**config.mk**
```make
export PLATFORM = sky130hd
export DESIGN_NAME = regfile_bypass_sb
export DESIGN_NICKNAME = d
export VERILOG_FILES = /design/src/rtl/regfile_pkg.sv /design/src/rtl/regfile_bypass_sb_pend_scoreboard.sv /design/src/rtl/regfile_bypass_sb.sv
export SDC_FILE = /design/constraint.sdc
export NUM_CORES = 1
export LEC_CHECK = 0
export BUFFER_PORTS_ARGS = -buffer_cell sky130_fd_sc_hd__buf_2
export CAP_MARGIN = 20
export CORE_ASPECT_RATIO = 0.6
export CORE_UTILIZATION = 50
export DETAILED_ROUTE_END_ITERATION = 16
export HOLD_SLACK_MARGIN = 0.15
export PLACE_DENSITY_LB_ADDON = 0.2
export SYNTH_ARGS = -nofsm -noshare
export SYNTH_HDL_FRONTEND = slang
export SYNTH_SLANG_ARGS = --single-unit
```
**constraint.sdc**
```tcl
create_clock -name clk -period 6.4 [get_ports clk]
set_input_delay 1.28 -clock clk [delete_from_list [all_inputs] [get_ports clk]]
set_output_delay 1.28 -clock clk [all_outputs]
set_load 0.05 [all_outputs]
```
**src/rtl/regfile_pkg.sv**
```systemverilog
// Shared defaults and word/index types for the decode-stage register file
// and its pending scoreboard.
package regfile_pkg;
    localparam int DATA_WIDTH_DEF = 16;
    localparam int ADDR_WIDTH_DEF = 3;
    localparam int NUM_READ_MAX   = 4;

    typedef logic [ADDR_WIDTH_DEF-1:0] reg_idx_t;
    typedef logic [DATA_WIDTH_DEF-1:0] word_t;
endpackage

```
**src/rtl/regfile_bypass_sb_pend_scoreboard.sv**
```systemverilog
// Per-register pending bits: decode marks a destination as pending and a
// writeback to that index clears it; a same-edge set beats the clear.
module pend_scoreboard
    import regfile_pkg::*;
#(
    parameter int ADDR_WIDTH = ADDR_WIDTH_DEF,
    parameter bit ZERO_REG   = 1'b0
) (
    input  logic                       clk,
    input  logic                       rst,
    input  logic                       set_pend_en,
    input  logic [ADDR_WIDTH-1:0]      set_pend_addr,
    input  logic                       wr_en0,
    input  logic [ADDR_WIDTH-1:0]      wr_addr0,
    input  logic                       wr_en1,
    input  logic [ADDR_WIDTH-1:0]      wr_addr1,
    output logic [(2**ADDR_WIDTH)-1:0] pend_o
);
    localparam int DEPTH = 2**ADDR_WIDTH;

    logic [DEPTH-1:0] pend_q;
    logic [DEPTH-1:0] pend_d;

    // Next-state pending vector; register 0 is never marked when hardwired.
    always_comb begin
        pend_d = pend_q;
        for (int i = 0; i < DEPTH; i++) begin
            if (set_pend_en && (set_pend_addr == ADDR_WIDTH'(i)) && !(ZERO_REG && (i == 0))) begin
                pend_d[i] = 1'b1;
            end else if ((wr_en0 && (wr_addr0 == ADDR_WIDTH'(i))) ||
                         (wr_en1 && (wr_addr1 == ADDR_WIDTH'(i)))) begin
                pend_d[i] = 1'b0;
            end else begin
                pend_d[i] = pend_q[i];
            end
        end
    end

    // Pending state register.
    always_ff @(posedge clk or posedge rst) begin
        if (rst) begin
            pend_q <= {DEPTH{1'b0}};
        end else begin
            pend_q <= pend_d;
        end
    end

    assign pend_o = pend_q;
endmodule

```
**src/rtl/regfile_bypass_sb.sv**
```systemverilog
// Decode-stage register file: two writeback ports, NUM_READ combinational
// read ports with optional same-cycle bypass, and a RAW pending scoreboard.
module regfile_bypass_sb
    import regfile_pkg::*;
#(
    parameter int DATA_WIDTH = DATA_WIDTH_DEF,
    parameter int ADDR_WIDTH = ADDR_WIDTH_DEF,
    parameter int NUM_READ   = 2,
    parameter int BYPASS     = 1,
    parameter int ZERO_REG   = 0
) (
    input  logic                           clk,
    input  logic                           rst,
    input  logic                           wr_en0,
    input  logic [ADDR_WIDTH-1:0]          wr_addr0,
    input  logic [DATA_WIDTH-1:0]          wr_data0,
    input  logic                           wr_en1,
    input  logic [ADDR_WIDTH-1:0]          wr_addr1,
    input  logic [DATA_WIDTH-1:0]          wr_data1,
    input  logic [NUM_READ*ADDR_WIDTH-1:0] rd_addr,
    output logic [NUM_READ*DATA_WIDTH-1:0] rd_data,
    output logic [NUM_READ-1:0]            rd_pending,
    input  logic                           set_pend_en,
    input  logic [ADDR_WIDTH-1:0]          set_pend_addr,
    output logic                           wr_conflict
);
    localparam int DEPTH = 2**ADDR_WIDTH;
    localparam bit BYP   = (BYPASS != 0);
    localparam bit ZR    = (ZERO_REG != 0);
    localparam logic [ADDR_WIDTH-1:0] IDX0 = {ADDR_WIDTH{1'b0}};

    logic [DATA_WIDTH-1:0] mem_q [DEPTH];
    logic                  wr_conflict_q;
    logic                  wr_conflict_d;
    logic                  we0_s;
    logic                  we1_s;
    logic [DEPTH-1:0]      pend_s;

    if ((NUM_READ < 1) || (NUM_READ > NUM_READ_MAX)) begin : g_bad_num_read
        $error("regfile_bypass_sb: NUM_READ must be within 1..NUM_READ_MAX");
    end

    // Writes to a hardwired register 0 are dropped before they reach storage or conflict detection.
    assign we0_s         = wr_en0 && !(ZR && (wr_addr0 == IDX0));
    assign we1_s         = wr_en1 && !(ZR && (wr_addr1 == IDX0));
    assign wr_conflict_d = we0_s && we1_s && (wr_addr0 == wr_addr1);

    // Register storage; port 1 is written last so it wins on a shared index.
    always_ff @(posedge clk or posedge rst) begin
        if (rst) begin
            for (int i = 0; i < DEPTH; i++) begin
                mem_q[i] <= {DATA_WIDTH{1'b0}};
            end
            wr_conflict_q <= 1'b0;
        end else begin
            if (we0_s) begin
                mem_q[wr_addr0] <= wr_data0;
            end
            if (we1_s) begin
                mem_q[wr_addr1] <= wr_data1;
            end
            wr_conflict_q <= wr_conflict_d;
        end
    end

    assign wr_conflict = wr_conflict_q;

    pend_scoreboard #(
        .ADDR_WIDTH (ADDR_WIDTH),
        .ZERO_REG   (ZR)
    ) u_pend_scoreboard (
        .clk           (clk),
        .rst           (rst),
        .set_pend_en   (set_pend_en),
        .set_pend_addr (set_pend_addr),
        .wr_en0        (wr_en0),
        .wr_addr0      (wr_addr0),
        .wr_en1        (wr_en1),
        .wr_addr1      (wr_addr1),
        .pend_o        (pend_s)
    );

    for (genvar k = 0; k < NUM_READ; k++) begin : g_rd
        logic [ADDR_WIDTH-1:0] ra_s;
        logic [DATA_WIDTH-1:0] rdata_s;
        logic                  rpend_s;
        logic                  clr_hit_s;

        assign ra_s      = rd_addr[k*ADDR_WIDTH +: ADDR_WIDTH];
        assign clr_hit_s = (wr_en0 && (wr_addr0 == ra_s)) || (wr_en1 && (wr_addr1 == ra_s));

        // Read mux: hardwired zero, then port-1 bypass, port-0 bypass, storage.
        always_comb begin
            if (ZR && (ra_s == IDX0)) begin
                rdata_s = {DATA_WIDTH{1'b0}};
            end else if (BYP && !rst && we1_s && (wr_addr1 == ra_s)) begin
                rdata_s = wr_data1;
            end else if (BYP && !rst && we0_s && (wr_addr0 == ra_s)) begin
                rdata_s = wr_data0;
            end else begin
                rdata_s = mem_q[ra_s];
            end
        end

        // A clearing write this cycle hides the pending bit because its data is forwarded.
        always_comb begin
            if (BYP && clr_hit_s) begin
                rpend_s = 1'b0;
            end else begin
                rpend_s = pend_s[ra_s];
            end
        end

        assign rd_data[k*DATA_WIDTH +: DATA_WIDTH] = rdata_s;
        assign rd_pending[k]                       = rpend_s;
    end
endmodule

```
==> impl_metrics.yaml <==
pwr:
  clockPowerShare_pct: 30.8
  max-vdd-ir-drop_mv: 0.2224
  power_density_nw_per_um2: 304.6
  seqPwrFrac_pct: 37.2
  p_int_w: 0.002069
  p_leak_nw: 4.829
  p_sw_w: 0.001160
  p_comb_share_pct: 32.0
  p_sw_share_pct: 35.93
floorplanning:
  start_util_pct: 52.21
  core-area_um2: 18450
  die_y_um: 109.5
  die-area_um2: 19840
  die_x_um: 181.2
  io_pins: 87
  num_rows: 38
critical_path:
  worstPathRequired_ns: 5.12
  max_stage_delay_ns: 0.78
  cpMaxStageDelayCell: "nand4_2"
  cpMostUsedCell: "buf_2"
  crit_arrival_ns: 3.60
  critPathLaunchType: "primary input"
  critical_path_class: "primary input to primary output"
  path_max_fanout: 19
  crit_path_cell_trace: "buf_2 -> buf_4 -> xnor2_1 -> nand4_2 -> mux2i_1 -> o21ai_0 -> buf_2"
  critPathCaptureType: "primary output"
clocking:
  cts_resized: 0
  root_buffer: "clkbuf_16"
  ctsHoldBuffers: 0
  postCtsSetupBuffers: 0
  cts_tree: "yes"
  clk_latency_ns: 0.42
  cts_buffers: 17
  cts.sinks: 137
  cts_buffer_depth: 2
  htree_levels: 4
  clk_pin_slew_worst_paths_ns: 0.06
global_route:
  grt_overflow_total: 0
  grt_start_max_net_pins: 96
  first_global_vias: 6892
  grt_pass1_wl_um: 43400
  groute.layer.met3.usage_pct: 7.618
  met2_usage_pct: 44.51
  top_usage_layer: "met2"
  met1_usage_pct: 43.60
  grt_usage_pct: 29.83
  antenna_found_initial: 0
drt:
  antenna_left: 0
  vias: 7320
  wl_um: 28340
  drcViolationCount: 0
  drtIter0Drc: 675
  drtPass1Iterations: 5
  vias_per_cell: 6.235
  wl_per_cell_um: 24.14
logic_synthesis:
  synth_nets: 952
  yosysWarnings: 0
  syn_area_um2: 9632
  netlist_top_cells_area: "dfrtp_1, mux2i_1, mux4_1"
  synth.top_cell.area_share_pct: 35.59
  yosysTopAreaCell: "dfrtp_1"
  avgSynthCellArea_um2: 10.70
  synth.yosys.seq_area_share_pct: 35.59
  yosysUniqueCellTypes: 33
  ys_ff_latch: 137
  synth_cells: 900
placed_design:
  io_buffer_count: 86
  routabilityCongestion: 0.8477
  hpwl_um: 16370
sta:
  setup_violations: 0
  max_freq_mhz: 204.8
  tightestPinTransition_ns: 1.055
  tns_ns: 0
  rsz0062_at_grt: "no"
  hold_slack_ns: 0.5371
  fin_crit_ns: 4.883
  relSlewSlack_pct: 29.53
  period_share_pct: 76.30
  slew_violations: 0
  timing.final.hold_violations: 0
  finClkSkew_ns: 0
min_path:
  min_path_type: "register to register"
final_layout:
  syn_to_final_growth_pct: 10.08
  diodes: 0
  drive_gt1_share_pct: 22.16
  fin_nets: 973
flow_run:
  cap_violations: 0
outcome:
  status: "completed"
[critical path, delay by kind of cell]
kind | cells | cell delay (ns)
xor gates and xnor gates | 1 | 0.20
AOI/OAI and AO/OA | 1 | 0.27
and+or+nand+nor | 1 | 0.78
muxes | 1 | 0.30
buffers and inverters | 3 | 0.77
[cells in the final DEF, fill, tap and decap left out, drive strengths merged]
cell and count:
dfrtp 137, nand4b 6, nor3b 4, nand3 5, clkinv 5, nand2 100, nand4 4, nor3 7
xnor2 7, buf 112, and3 2, a21oi 64, nor4 2, clkinvlp 3, nand2b 8, bufinv 1
clkbuf 20, nor2 64, o21ai 100, xor2 8, mux2 32, a221oi 2, nor2b 1, o32ai 4
inv 6, mux2i 162, mux4 68
[per-stage QoR]
| step | utilization, % | worst slack, ns | instance area, um2 | cells | power (W) |
|---|---|---|---|---|---|
| after floorplan | - | 1.452 | 9632 | 900 | 0.001998 |
| after global placement | 54.32 | 1.539 | 10020 | 1142 | 0.002219 |
| after detailed placement | 54.32 | 1.527 | 10020 | 1142 | 0.002238 |
| after CTS | 57.47 | 1.541 | 10600 | 1174 | 0.003234 |
| after global routing | 57.47 | 1.380 | 10600 | 1174 | 0.003366 |
| final | 57.47 | 1.517 | 10600 | 1174 | 0.003230 |
[cells in the mapped netlist (all sizes together)]
cell	count
xor2	8
o21ai	100
nor3	7
and3	2
a21oi	64
nor2	64
a221oi	2
nand2b	8
nand4b	6
mux4	68
mux2	32
nand3	5
clkbuf	56
nand4	4
nor4	2
inv	3
nor2b	1
mux2i	162
o32ai	4
dfrtp	137
buf	54
nor3b	4
xnor2	7
nand2	100
[state kept, by name, indices dropped and copies added (netlist names)]
signal	count
mem_q	128
wr_conflict	1
u_pend_scoreboard.pend_o	8
[layout make-up]
| cell class | instances | area, um2 |
|---|---|---|
| repair buffers | 112 | 625.6 |
| clock buffers | 20 | 466.7 |
| clock inverters | 12 | 115.1 |
| multi-input cells | 650 | 5650 |
| fillers | 1584 | 7845 |
| inverters | 3 | 16.27 |
| well taps | 240 | 300.3 |
| flip-flops and latches | 137 | 3428 |
[power by group through the flow]
stage,clock network (W),logic [W],registers (W)
finish,0.000995,0.00103,0.00120
global route,0.00103,0.00111,0.00123
CTS,0.00100,0.00103,0.00120
detailed placement,0,0.00103,0.00121
global placement,0,0.00101,0.00120
floorplan,0,0.000844,0.00115
[routing by layer]
layer | part of all wire [%] | up-vias
li1 | - | 3345
met1 | 47 | 3577
met2 | 43 | 359
met3 | 9.1 | 39
met4 | 1.5 | 0
met5 | 0 | -
[cell families after synthesis]
kind of cell | count (synthesis) | share of synthesized area [%]
buf+inv | 113 | 6.326
compound gates | 170 | 9.067
flops | 137 | 35.59
xor+xnor | 15 | 1.364
mux | 262 | 38.43
simple gates | 203 | 9.223
[worst paths after layout]
path / startpoint / end / slack, ns / cells past startpoint
max in group asynchronous: rst / mem_q[102]$_DFF_PP0_ / 4.16 / 3
min in group asynchronous: rst / wr_conflict$_DFF_PP0_ / 1.08 / 2
worst max-delay path: rd_addr[5] / rd_data[16] / 1.52 / 7
worst min register to register: u_pend_scoreboard.pend_o[3]$_DFFE_PP0P_ / u_pend_scoreboard.pend_o[3]$_DFFE_PP0P_ / 0.54 / 2
worst min-delay path: u_pend_scoreboard.pend_o[3]$_DFFE_PP0P_ / u_pend_scoreboard.pend_o[3]$_DFFE_PP0P_ / 0.54 / 2
worst max register to register: mem_q[112]$_DFF_PP0_ / mem_q[112]$_DFF_PP0_ / 5.53 / 2
Note: power is estimated with default switching activity, not from simulation.
